[config.mk]
export PLATFORM = sky130hd
export DESIGN_NAME = pwm_meas
export DESIGN_NICKNAME = d
export VERILOG_FILES = /design/src/rtl/pwm_pkg.sv /design/src/rtl/pwm_sync.sv /design/src/rtl/pwm_meas.sv
export SDC_FILE = /design/constraint.sdc
export NUM_CORES = 1
export LEC_CHECK = 0
export ABC_AREA = 1
export BUFFER_PORTS_ARGS = -buffer_cell sky130_fd_sc_hd__buf_2
export CAP_MARGIN = 5
export CORE_AREA = 5 5 65 67
export DETAILED_ROUTE_END_ITERATION = 10
export DIE_AREA = 0 0 70 72
export PLACE_DENSITY = 0.72
export SYNTH_ARGS = -nofsm -noshare
export SYNTH_HDL_FRONTEND = slang
export SYNTH_SLANG_ARGS = --single-unit
[constraint.sdc]
create_clock -name clk -period 1.3 [get_ports clk]
set_input_delay 0.13 -clock clk [delete_from_list [all_inputs] [get_ports clk]]
set_output_delay 0.13 -clock clk [all_outputs]
set_load 0.05 [all_outputs]
[src/rtl/pwm_pkg.sv]
// Shared types and constants for the PWM measurement block.
package pwm_pkg;

  typedef enum logic {
    IDLE    = 1'b0,
    MEASURE = 1'b1
  } state_e;

  localparam int FILT_LEN = 3;
  localparam int FILT_CW  = $clog2(FILT_LEN);

endpackage

[src/rtl/pwm_sync.sv]
// Two-flop synchroniser for the PWM input, with an optional glitch filter
// compiled in by PWM_MEAS_GLITCH_FILTER_EN.
module pwm_sync
  import pwm_pkg::*;
(
  input  logic clk,
  input  logic rst_n,
  input  logic pwm_i,
  output logic lvl_o
);

  logic s1_q, s2_q;

  always_ff @(posedge clk or negedge rst_n) begin
    if (!rst_n) begin
      s1_q <= 1'b0;
      s2_q <= 1'b0;
    end else begin
      s1_q <= pwm_i;
      s2_q <= s1_q;
    end
  end

`ifdef PWM_MEAS_GLITCH_FILTER_EN
  localparam logic [FILT_CW-1:0] CNT_LAST = FILT_CW'(FILT_LEN - 1);

  logic               filt_q;
  logic [FILT_CW-1:0] cnt_q;
  logic               hit;

  // lvl flips during the FILT_LEN-th consecutive cycle of a new value on s2
  assign hit   = (s2_q != filt_q) && (cnt_q == CNT_LAST);
  assign lvl_o = hit ? s2_q : filt_q;

  always_ff @(posedge clk or negedge rst_n) begin
    if (!rst_n) begin
      filt_q <= 1'b0;
      cnt_q  <= '0;
    end else if (s2_q == filt_q) begin
      cnt_q  <= '0;
    end else if (hit) begin
      filt_q <= s2_q;
      cnt_q  <= '0;
    end else begin
      cnt_q  <= cnt_q + 1'b1;
    end
  end
`else
  assign lvl_o = s2_q;
`endif

endmodule

[src/rtl/pwm_meas.sv]
// PWM period / high-time meter. Optional input glitch filter via
// PWM_MEAS_GLITCH_FILTER_EN (see pwm_sync).
module pwm_meas
  import pwm_pkg::*;
#(
  parameter int WIDTH = 8
) (
  input  logic             clk,
  input  logic             rst_n,
  input  logic             ena,
  input  logic             pwm_in,
  output logic [WIDTH-1:0] duty_out,
  output logic [WIDTH-1:0] period_out,
  output logic             valid,
  output logic             timeout
);

  localparam logic [WIDTH-1:0] MAX = '1;

  logic             lvl, lvl_q, rise;
  state_e           state_q, state_d;
  logic [WIDTH-1:0] pcnt_q, pcnt_d, hcnt_q, hcnt_d;
  logic [WIDTH-1:0] duty_q, duty_d, per_q, per_d;
  logic             valid_q, valid_d, tmo_q, tmo_d;

  pwm_sync u_sync (
    .clk   (clk),
    .rst_n (rst_n),
    .pwm_i (pwm_in),
    .lvl_o (lvl)
  );

  assign rise = lvl & ~lvl_q;

  always_comb begin
    state_d = state_q;
    pcnt_d  = pcnt_q;
    hcnt_d  = hcnt_q;
    duty_d  = duty_q;
    per_d   = per_q;
    valid_d = 1'b0;
    tmo_d   = tmo_q;
    if (!ena) begin
      state_d = IDLE;
      pcnt_d  = '0;
      hcnt_d  = '0;
    end else begin
      case (state_q)
        IDLE: begin
          pcnt_d = '0;
          hcnt_d = '0;
          // first rise only arms; no measurement yet
          if (rise) begin
            state_d = MEASURE;
            pcnt_d  = WIDTH'(1);
            hcnt_d  = WIDTH'(1);
          end
        end
        MEASURE: begin
          if (rise) begin
            per_d   = pcnt_q;
            duty_d  = hcnt_q;
            valid_d = 1'b1;
            tmo_d   = 1'b0;
            pcnt_d  = WIDTH'(1);
            hcnt_d  = WIDTH'(1);
          end else if (pcnt_q == MAX) begin
            per_d   = MAX;
            duty_d  = lvl ? MAX : '0;
            valid_d = 1'b1;
            tmo_d   = 1'b1;
            state_d = IDLE;
            pcnt_d  = '0;
            hcnt_d  = '0;
          end else begin
            pcnt_d = pcnt_q + 1'b1;
            if (lvl) hcnt_d = hcnt_q + 1'b1;
          end
        end
        default: state_d = IDLE;
      endcase
    end
  end

  always_ff @(posedge clk or negedge rst_n) begin
    if (!rst_n) begin
      lvl_q   <= 1'b0;
      state_q <= IDLE;
      pcnt_q  <= '0;
      hcnt_q  <= '0;
      duty_q  <= '0;
      per_q   <= '0;
      valid_q <= 1'b0;
      tmo_q   <= 1'b0;
    end else begin
      lvl_q   <= lvl;
      state_q <= state_d;
      pcnt_q  <= pcnt_d;
      hcnt_q  <= hcnt_d;
      duty_q  <= duty_d;
      per_q   <= per_d;
      valid_q <= valid_d;
      tmo_q   <= tmo_d;
    end
  end

  assign duty_out   = duty_q;
  assign period_out = per_q;
  assign valid      = valid_q;
  assign timeout    = tmo_q;

endmodule

# --- Yosys cells after proc, flatten, opt, wreduce, memory -nomap -nowiden ---
# Cells that the tools add are included.
word_totals:
  inputBits: 4
  output_inout_bits: 18
  ff_bits: 38
op_classes:
  reduce_logical: 2
  bitwise_logic: 3
  n_eq_ne: 2
  mux: 26
  add_sub_neg: 2
op_table:
  columns: ["cell", "count"]
  rows:
  - ["$mux 8", 12]
  - ["$pmux 8 s2", 2]
  - ["$add 8x1->8 const B", 2]
  - ["$mux 1", 11]
  - ["$eq 8x8->1 const B", 1]
  - ["$ne 5x3->1 const B", 1]
  - ["$reduce_and 3->1", 1]
  - ["$not 1->1", 2]
  - ["$pmux 1 s2", 1]
  - ["$reduce_bool 2->1", 1]
  - ["$and 1x1->1", 1]

# --- Longest topological paths before layout ---
# Gate-level depths: netlist (run 1).
logic_depth:
  word_depth: 6
  ltp_mapped: 9
  mapped_depth_nobuf: 9

# --- Modules after synthesis ---
# Synthesis (run 1) repeated with hierarchy kept, for this count alone.
unflattened:
  hier_cells: 209
  area_unflattened_um2: 1839.3
by_module_without_submodules:
  columns: ["mod", "cells_each", "area_per_inst_um2", "n_inst", "seq_area_each_um2"]
  rows:
  - ["pwm_meas", 207, 1789.2, 1, 900.9]
  - ["pwm_sync", 2, 50.0, 1, 50.0]

# --- Worst setup path after synthesis (run 1) ---
# Ideal clock, no wire load.
synth_path:
  path_kind: "reg2reg"
  startpoint: "register pcnt_q[0]"
  endpoint: "register duty_q[0] (netlist: duty_out[0])"
  required_time_ns: 1.177
  slack_ns: -0.039
  period_less_slack_ns: 1.339
  path_buffers: 1
  t_arrival_ns: 1.216
  path_stages_with_launch: 10
  path_cell_list: "dfrtp_1 ha_1 nand2_1 nor2_4 nand2_4 nand2_2 nand2_2 buf_2 nand2_1 o21ai_2"
synth_between:
  elab_chain_len: 3
synth_rtl:
  columns: ["item", "line_no", "rtl"]
  rows:
  - ["from (decl)", "pwm_meas.sv:22", "logic [WIDTH-1:0] pcnt_q, pcnt_d, hcnt_q, hcnt_d;"]
  - ["from (signal assigned)", "pwm_meas.sv:98", "pcnt_q <= pcnt_d;"]
  - ["$eq 8x8->1", "pwm_meas.sv:67", "end else if (pcnt_q == MAX) begin"]
  - ["$reduce_bool 2->1 (no source line)", null, null]
  - ["$reduce_and 3->1 (no source line)", null, null]
  - ["to (signal assigned)", "pwm_meas.sv:100", "duty_q <= duty_d;"]
  - ["to (decl)", "pwm_meas.sv:23", "logic [WIDTH-1:0] duty_q, duty_d, per_q, per_d;"]
# No other way between the ends.
# A chain may end at the register's enable or synchronous reset.

# --- Final worst setup path (run 1) ---
layout_path:
  startpoint: "register pcnt_q[1]"
  endpoint: "register pcnt_q[2]"
layout_between:
  elab_chain_len: 5
layout_rtl:
  columns: ["item", "line_no", "rtl"]
  rows:
  - ["$add 8x1->8 or $eq 8x8->1 (tied branches)", "pwm_meas.sv:76, pwm_meas.sv:67", null]
  - ["$mux 8 (*)", "pwm_meas.sv:67", null]
  - ["$mux 8 (*)", "pwm_meas.sv:60", "if (rise) begin"]
  - ["$pmux 8 s2 (*)", "pwm_meas.sv:48", "case (state_q)"]
  - ["$mux 8 (*)", "pwm_meas.sv:43", "if (!ena) begin"]
  - ["via pcnt_d[2]", "pwm_meas.sv:22", null]
# Mark *: on every way through the listed nets, which the timed path passes. The rest lies on a longest branch.

==> results of run 1 <==
[kinds of logic after synthesis]
| group | count (synthesis) | share of synthesized area, % |
|---|---|---|
| AOI/OAI and AO/OA | 32 | 11.8 |
| and+or+nand+nor | 84 | 22.1 |
| xor gates and xnor gates | 4 | 2.02 |
| DFF | 38 | 54.7 |
| adders and majority gates | 2 | 1.44 |
| buffers and inverters | 32 | 7.92 |
[path summary, 6_finish.rpt]
| path | startpoint | to | slack (ns) |
|---|---|---|---|
| max in group asynchronous | rst_n | period_out[7] | 0.61 |
| worst max-delay path | pcnt_q[1] | pcnt_q[2] | -0.08 |
| min in group asynchronous | rst_n | pcnt_q[3] | 0.35 |
| worst min-delay path | ena | state_q | 0.12 |
| worst max register to register | pcnt_q[1] | pcnt_q[2] | -0.08 |
| worst min register to register | u_sync.s1_q | u_sync.lvl_o | 0.36 |
[final cells by class]
type	count	area (um^2)	area share (%)
multi-input combinational	123	826	34.8
clock buffer	5	37.5	1.58
inverter	28	113	4.74
tap	48	60.1	2.53
sequential	38	951	40.0
timing repair buffer	44	348	14.6
clock inverter	3	40.0	1.69
[cells in the final DEF (no fill, tap or decap), types with 8 or more instances in the layout]
cell type | synthesis | final
dfrtp_1 | 38 | 38
nand2_1 | 40 | 25
inv_1 | 24 | 23
buf_2 | 1 | 21
nor2_1 | 22 | 20
buf_4 | 0 | 14
nand2_4 | 3 | 11
o21ai_2 | 8 | 9
nand2_2 | 3 | 8
o21ai_0 | 9 | 8
[critical path, stage by stage, from the launching register on]
cell,delay [ns]
dfrtp_1,0.41
ha_2,0.19
nand2_2,0.08
nor2_4,0.05
nand2_4,0.07
buf_6,0.16
nand2_8,0.08
buf_6,0.13
nor3b_2,0.15
[sequential cells by signal, summed over array words and instances (netlist names)]
signal	count
duty_out	8
hcnt_q	8
lvl_q	1
pcnt_q	8
period_out	8
state_q	1
timeout	1
u_sync.lvl_o	1
u_sync.s1_q	1
valid	1
[timing repair]
| action | in CTS | in global routing |
|---|---|---|
| hold buffers | 2 | 0 |
| cloned | 1 | 2 |
| resized for setup | 17 | 28 |
| setup endpoints to repair | 28 | 34 |
| pin swaps | 4 | 4 |
| setup buffers | 3 | 1 |
| endpoints found under the hold margin | 39 | 0 |
[where the power goes]
group	switching (mW)	internal [mW]
registers	0.0980	1.32
logic	0.689	0.263
clock network	0.399	0.398
[layer usage]
layer	wire (um)	GRT usage (%)	part of all wire [%]	vias to the layer above
li1	-	-	-	706
met1	1720	19.3	45	661
met2	1870	23.7	49	34
met3	178	4.43	4.6	7
met4	61	4.89	1.6	0
met5	0	0	0	-
==> reports/results.tsv, run 1 <==
metric	value	unit
Area Overhead vs Synth	36.6	%
CTS clk-pin slew, worst paths	0.13	ns
Power Density	1330	nW/um^2
placed cells	273	
Final Non-Filler Cells	289	
ranking of synthesized cells by area	dfrtp_1 55%, nand2_1 8.6%, inv_1 5.2%	
Clock Path Buffers	2	
top-area cell type share of the netlist area	54.7	%
post-route setup slack	-0.0844	ns
Total Routed Length	3830	um
Least-Margin Pin Slew	0.477	ns
Fin Hold WS	0.122	ns
CTS sink count	38	
largest net degree at the start of global routing	39	
RSZ-0062 raised after global routing	true	
cts bufs inserted	5	
core area	3580	um^2
hold path depth	3	
top-count cell post-synth	nand2_1	
final instance area	2370	um^2
Peak supply drop	546	uV
H-tree Lvls	2	
GRT Total Usage	14.8	%
Ports	22	
Post-DP HPWL	2360	um
grt total ovfl	0	
Initial Utilization	48.6	%
nets	246	
Setup Skew	0.0159	ns
IO Port Bufs	21	
area post-placement	2010	um^2
Initial DRT Pass Iterations	4	
Max Fclk	722	MHz
vias in the first global route	1258	
Crit path arrival time	1.65	ns
Post-Syn Area	1740	um^2
Die H	72	um
status	finished with violations	
Root Driver	clkbuf_4	
#FFs+latches synth	38	
r2r worst-path depth	8	
Skew-Pair Late Insertion Delay	0.35	ns
global-route wire length before repair	5870	um
hold crit path type	primary input to register	
syn nets	198	
violated checks	negative setup slack	
row count	22	
initial antenna violation count	0	
critical path type	register to register	
Fillers	278	
Critical Path RT	1.57	ns
most common flop cell mapped by yosys	dfrtp_1	
initial DRC count	97	
Relative slew margins	68.2	%
min Tclk post-route	1.38	ns
Unique masters post-synth	24	
area leader, netlist	dfrtp_1	
syn_area_per_cell	9.05	um^2
share of layout cells above drive strength 1	41.5	%
Async SR Flop Fraction	100	%
Hold Violations, Final	0	
register area share after synthesis	54.7	%
RD Place Congestion	0.810	
WL per Instance	13.3	um
EDFF count, synth	0	
TritonCTS clock tree	yes	
Die Area	5040	um^2
yosys warns	0	
Final ANT Viol Nets	0	
Crit Path Max Fanout	4	
# diodes	0	
critical path launch point type	register	
Pwr Total	3.17	mW
DRC	0	
DP Worst Slack	-0.100	ns
CP Capture Type	register	
setup TNS	-1.52	ns
Die Wd	70	um
vias per cell	4.87	
fin. max-slew vios	0	
final setup vio count	31	
commonest cells in the netlist	40 x nand2_1, 38 x dfrtp_1, 24 x inv_1	
fin crit share	106	%
Leak	1.19	nW
via count	1408	
Max-cap violations	0	
Gate Count Post-Synth	192	
fin util	66.4	%
No activity file was read; power rests on OpenSTA's default activity.
==> run 2, diff against run 1 <==
CORE_AREA = 5 5 67 69   (was 5 5 65 67)
DIE_AREA = 0 0 72 74   (was 0 0 70 72)
PLACE_DENSITY = 0.71   (was 0.72)
SYNTH_HIERARCHICAL = 1   (was unset)
==> reports/results.tsv, run 2 <==
metric	value	unit
Setup Skew	0.00424	ns
syn nets	215	
Comb pwr share	29.3	%
Root Driver	clkbuf_8	
Hold Violations, Final	0	
Die Wd	72	um
Max Fclk	732	MHz
slowest stage cell, crit path	dfrtp_1	
vias per cell	4.76	
grt total ovfl	0	
critical path type	register to register	
nets	262	
CTS sink count	38	
final setup vio count	21	
CP Capture Type	register	
top-area cell type share of the netlist area	51.7	%
syn_area_per_cell	8.80	um^2
Die Area	5330	um^2
Worst Setup SP	pcnt_q[1]	
most common flop cell mapped by yosys	dfrtp_1	
violated checks	negative setup slack	
Max stage delay on crit path	0.36	ns
min Tclk post-route	1.37	ns
Least-Margin Pin Slew	0.466	ns
Skew-Pair Late Insertion Delay	0.29	ns
EDFF count, synth	0	
share of layout cells above drive strength 1	37.7	%
Ports	22	
cell family with most CP delay	simple AND/OR/NAND/NOR gates	
H-tree Lvls	2	
cts bufs inserted	5	
DRC	0	
Reg power frac	44.3	%
Clock Path Buffers	2	
#FFs+latches synth	38	
internal power	2.00	mW
Clk pwr share	26.3	%
cell depth of the worst setup path	9	
via count	1460	
RSZ-0062 raised after global routing	true	
Unique masters post-synth	27	
CTS clk-pin slew, worst paths	0.07	ns
Buf/Inv on CP	1	
Post-DP HPWL	2670	um
commonest cells in the netlist	44 x nand2_1, 38 x dfrtp_1, 23 x inv_1, 23 x nor2_1, 17 x nand3_1	
# diodes	0	
highest-count cells in the layout ignoring fill and taps	38 x dfrtp_1, 36 x nand2_1, 23 x inv_1	
ranking of synthesized cells by area	dfrtp_1 52%, nand2_1 9.0%, inv_1 4.7%	
final instance area	2370	um^2
critical path launch point type	register	
Relative slew margins	69.0	%
global-route wire length before repair	6290	um
switching portion of total power	36.9	%
WL per Instance	11.9	um
Leak	1.24	nW
area post-placement	2150	um^2
r2r worst-path depth	9	
cells along the critical path	ha_2 -> nand2_4 -> nor2_4 -> nand2_4 -> nand2_4 -> nand2_4 -> buf_12 -> nand2_2 -> o21ai_2	
Die H	74	um
area leader, netlist	dfrtp_1	
CP dominant cell by count	nand2_4	
most common cell after layout, fill and taps aside	dfrtp_1	
P_sw	1.17	mW
initial antenna violation count	0	
initial DRC count	108	
R2R setup slack	-0.07	ns
row count	23	
register area share after synthesis	51.7	%
Power Density	1330	nW/um^2
fin crit share	105	%
yosys warns	6	
vias in the first global route	1377	
Post-Syn Area	1840	um^2
Initial DRT Pass Iterations	4	
Critical Path RT	1.48	ns
top-count cell post-synth	nand2_1	
Max-cap violations	0	
IO Port Bufs	21	
Peak supply drop	520	uV
fin. max-slew vios	0	
core area	3860	um^2
post-route setup slack	-0.0657	ns
FF-to-FF End	duty_out[6]	
status	finished with violations	
hold crit path type	primary input to register	
worst r2r src	pcnt_q[1]	
GRT Total Usage	15.3	%
Async SR Flop Fraction	100	%
Area Overhead vs Synth	29.0	%
largest net degree at the start of global routing	39	
Final ANT Viol Nets	0	
Crit Path Max Fanout	7	
RD Place Congestion	0.879	
Gate Count Post-Synth	209	
TritonCTS clock tree	yes	
crit path capture	duty_out[6]	
Initial Utilization	47.7	%
Crit path arrival time	1.54	ns
DP Worst Slack	-0.0988	ns
Total Routed Length	3650	um
## run 2: cell count changes in the layout (fill, tap and decap cells not counted), sizes merged, moves of 2 or more
| cell | before | now |
|---|---|---|
| nand3b | 0 | 2 |
| xnor2 | 0 | 2 |
| a21oi | 4 | 9 |
| nand3 | 8 | 17 |
| xor2 | 4 | 1 |
| a22oi | 5 | 0 |
| o21ai | 22 | 20 |
| nand2 | 47 | 52 |
| nor2 | 25 | 27 |
## run 2: worst min-delay path by stage
stage               startpoint             to  slack [ns]  cells after the start
global placement         rst_n  period_out[7]        0.20                      2
global route               ena        state_q        0.16                      3
detailed placement       rst_n      pcnt_q[7]        0.21                      2
floorplan                rst_n    duty_out[0]       -0.17                      0
finish                     ena        state_q        0.14                      3
CTS                        ena        state_q        0.13                      3
## run 2: kinds of logic (layout without fill, tap and decap cells)
group           count (synthesis)  count (layout)  synth area share, %
compound gates                 31              31                 12.2
xor+xnor                        3               3                 1.43
fa+ha+maj                       2               2                 1.36
buf+inv                        32              80                 7.48
flops                          38              38                 51.7
simple gates                  103             103                 25.9
## run 2: layer usage
metal | up-vias | GRT usage, % | share of wire [%]
met4 | 0 | 5.01 | 1.3
met1 | 667 | 20.5 | 46
met2 | 30 | 24.2 | 47
met3 | 6 | 4.46 | 6.0
li1 | 757 | - | -
met5 | - | 0 | 0
## run 2: final cells by class
type	instances	area, um^2
Sequential cell	38	951
Fill cell	338	1480
Multi-Input combinational cell	139	842
Clock inverter	1	5.00
Clock buffer	7	86.3
Tap cell	50	62.6
Timing Repair Buffer	44	320
Inverter	28	105
## run 2: worst register-to-register path: stages (launching register included)
cell     delay (ns)
dfrtp_1        0.36
ha_2           0.21
nand2_4        0.06
nor2_4         0.11
nand2_4        0.09
nand2_4        0.09
nand2_4        0.07
buf_12         0.15
nand2_2        0.07
o21ai_2        0.05
## run 2: power groups by stage
stage,registers [mW],clock network [mW],logic (mW)
floorplan,1.86,0,0.232
global placement,1.41,0,0.895
detailed placement,1.42,0,0.906
CTS,1.39,0.855,0.915
global route,1.42,0.906,0.988
finish,1.40,0.833,0.929
## run 2: timing repair
action,4_1_cts,5_1_grt
gates resized for setup,6,18
hold buffers,2,0
pin swaps,1,7
buffers inserted,2,0
setup endpoints to repair,30,33
endpoints found under the hold margin,39,0
## run 2: stage by stage
| step | power, mW | TNS [ns] | std cells | hold slack (ns) | utilization [%] |
|---|---|---|---|---|---|
| 6_report | 3.17 | -0.717 | 307 | 0.141 | 61.5 |
| 5_1_grt | 3.32 | -2.86 | 307 | 0.163 | 61.5 |
| 3_3_place_gp | 2.30 | -0.532 | 295 | 0.200 | 55.9 |
| 3_5_place_dp | 2.32 | -1.57 | 295 | 0.208 | 55.9 |
| 4_1_cts | 3.16 | -1.20 | 307 | 0.130 | 59.7 |
| 2_1_floorplan | 2.09 | -0.400 | 209 | -0.166 | - |
==> run 3, diff against run 2 <==
CORE_AREA = 5 5 74 76   (was 5 5 67 69)
DIE_AREA = 0 0 79 81   (was 0 0 72 74)
PLACE_DENSITY = unset   (was 0.71)
PLACE_DENSITY_LB_ADDON = 0.1   (was unset)
==> reports/results.tsv, run 3 (synthesis gave the netlist of run 2 again) <==
metric	value	unit
violated checks	negative setup slack	
Post-DP HPWL	2890	um
grt total ovfl	0	
Peak supply drop	494	uV
Die H	81	um
Die Area	6400	um^2
Relative slew margins	73.5	%
fin crit share	105	%
cts bufs inserted	5	
Total Routed Length	3780	um
critical path launch point type	register	
Hold Violations, Final	0	
RD Place Congestion	0.818	
vias in the first global route	1395	
most common cell after layout, fill and taps aside	nand2_1	
CTS clk-pin slew, worst paths	0.07	ns
TritonCTS clock tree	yes	
post-route setup slack	-0.0706	ns
WL per Instance	12.0	um
IO Port Bufs	21	
CTS sink count	38	
initial antenna violation count	0	
share of layout cells above drive strength 1	35.9	%
Ports	22	
# diodes	0	
highest-count cells in the layout ignoring fill and taps	43 x nand2_1, 38 x dfrtp_1, 23 x inv_1	
core area	4660	um^2
row count	25	
Max Fclk	730	MHz
GRT Total Usage	13.8	%
min Tclk post-route	1.37	ns
largest net degree at the start of global routing	23	
final setup vio count	20	
Crit path arrival time	1.54	ns
Die Wd	79	um
nets	267	
Crit Path Max Fanout	12	
fin util	50.6	%
Max-cap violations	0	
setup TNS	-0.710	ns
Least-Margin Pin Slew	0.397	ns
DRC	0	
Final ANT Viol Nets	0	
Leak	1.22	nW
area post-placement	2190	um^2
global-route wire length before repair	6790	um
Fillers	451	
hold crit path type	primary input to register	
Area Overhead vs Synth	28.3	%
Setup Skew	0.00373	ns
Skew-Pair Late Insertion Delay	0.28	ns
status	finished with violations	
Initial Utilization	39.5	%
Initial DRT Pass Iterations	4	
CP Capture Type	register	
Root Driver	clkbuf_8	
Final Non-Filler Cells	316	
Power Density	1320	nW/um^2
RSZ-0062 raised after global routing	true	
H-tree Lvls	2	
critical path type	register to register	
fin. max-slew vios	0	
placed cells	303	
via count	1476	
Clock Path Buffers	2	
vias per cell	4.67	
initial DRC count	41	
Critical Path RT	1.47	ns
Pwr Total	3.12	mW
final instance area	2360	um^2
run 3: changes by cell type in the layout (fill, tap and decap cells not counted), sizes merged:
cell and change:
buf +5
run 3: timing repair:
action,4_1_cts,5_1_grt
pin swaps,0,3
gates resized for setup,4,7
setup endpoints to repair,27,32
hold endpoints to repair,17,0
hold buffers,2,0
setup buffers,1,2
run 3: final cells by class:
cell class	count	area, um^2	share of cell area (%)
Multi-Input combinational cell	139	783	33.2
Sequential cell	38	951	40.3
Tap cell	54	67.6	2.86
Clock buffer	7	86.3	3.66
Timing Repair Buffer	49	362	15.3
Clock inverter	1	5.00	0.212
Inverter	28	105	4.45
run 3: power breakdown:
| part | total [mW] | switching [mW] | internal, mW | leakage [nW] |
|---|---|---|---|---|
| Sequential | 1.39 | 0.0736 | 1.32 | 0.492 |
| Clock | 0.825 | 0.397 | 0.428 | 0.0482 |
| Combinational | 0.907 | 0.671 | 0.236 | 0.681 |
run 3: worst paths after layout:
path | startpoint | endpoint | slack (ns) | cells past startpoint
min in group asynchronous | rst_n | period_out[4] | 0.30 | 2
worst max-delay path | pcnt_q[0] | duty_out[7] | -0.07 | 9
worst min-delay path | ena | state_q | 0.15 | 3
worst min register to register | u_sync/s1_q | u_sync/lvl_o | 0.36 | 0
max in group asynchronous | rst_n | hcnt_q[3] | 0.54 | 3
worst max register to register | pcnt_q[0] | duty_out[7] | -0.07 | 9
run 3: metrics by stage:
stage,hold slack [ns],setup slack [ns]
floorplan,-0.166,-0.0332
global placement,0.0820,-0.0606
detailed placement,0.0789,-0.0977
CTS,0.132,-0.0676
global route,0.152,-0.144
finish,0.153,-0.0706
run 3: worst max-delay path, stage by stage (launching register included):
cell,delay (ns)
dfrtp_1,0.35
ha_2,0.19
nand2_2,0.08
nor2_4,0.12
nand2_4,0.10
nand2_4,0.08
nand2_4,0.07
buf_12,0.15
nand2_1,0.06
o21ai_2,0.05
run 3: per-layer routing:
layer,GRT usage (%),up-vias,wire (um)
met5,0,-,0
met4,4.64,0,56
met3,3.66,5,188
met2,19.9,30,1520
met1,20.0,681,2010
li1,-,760,-
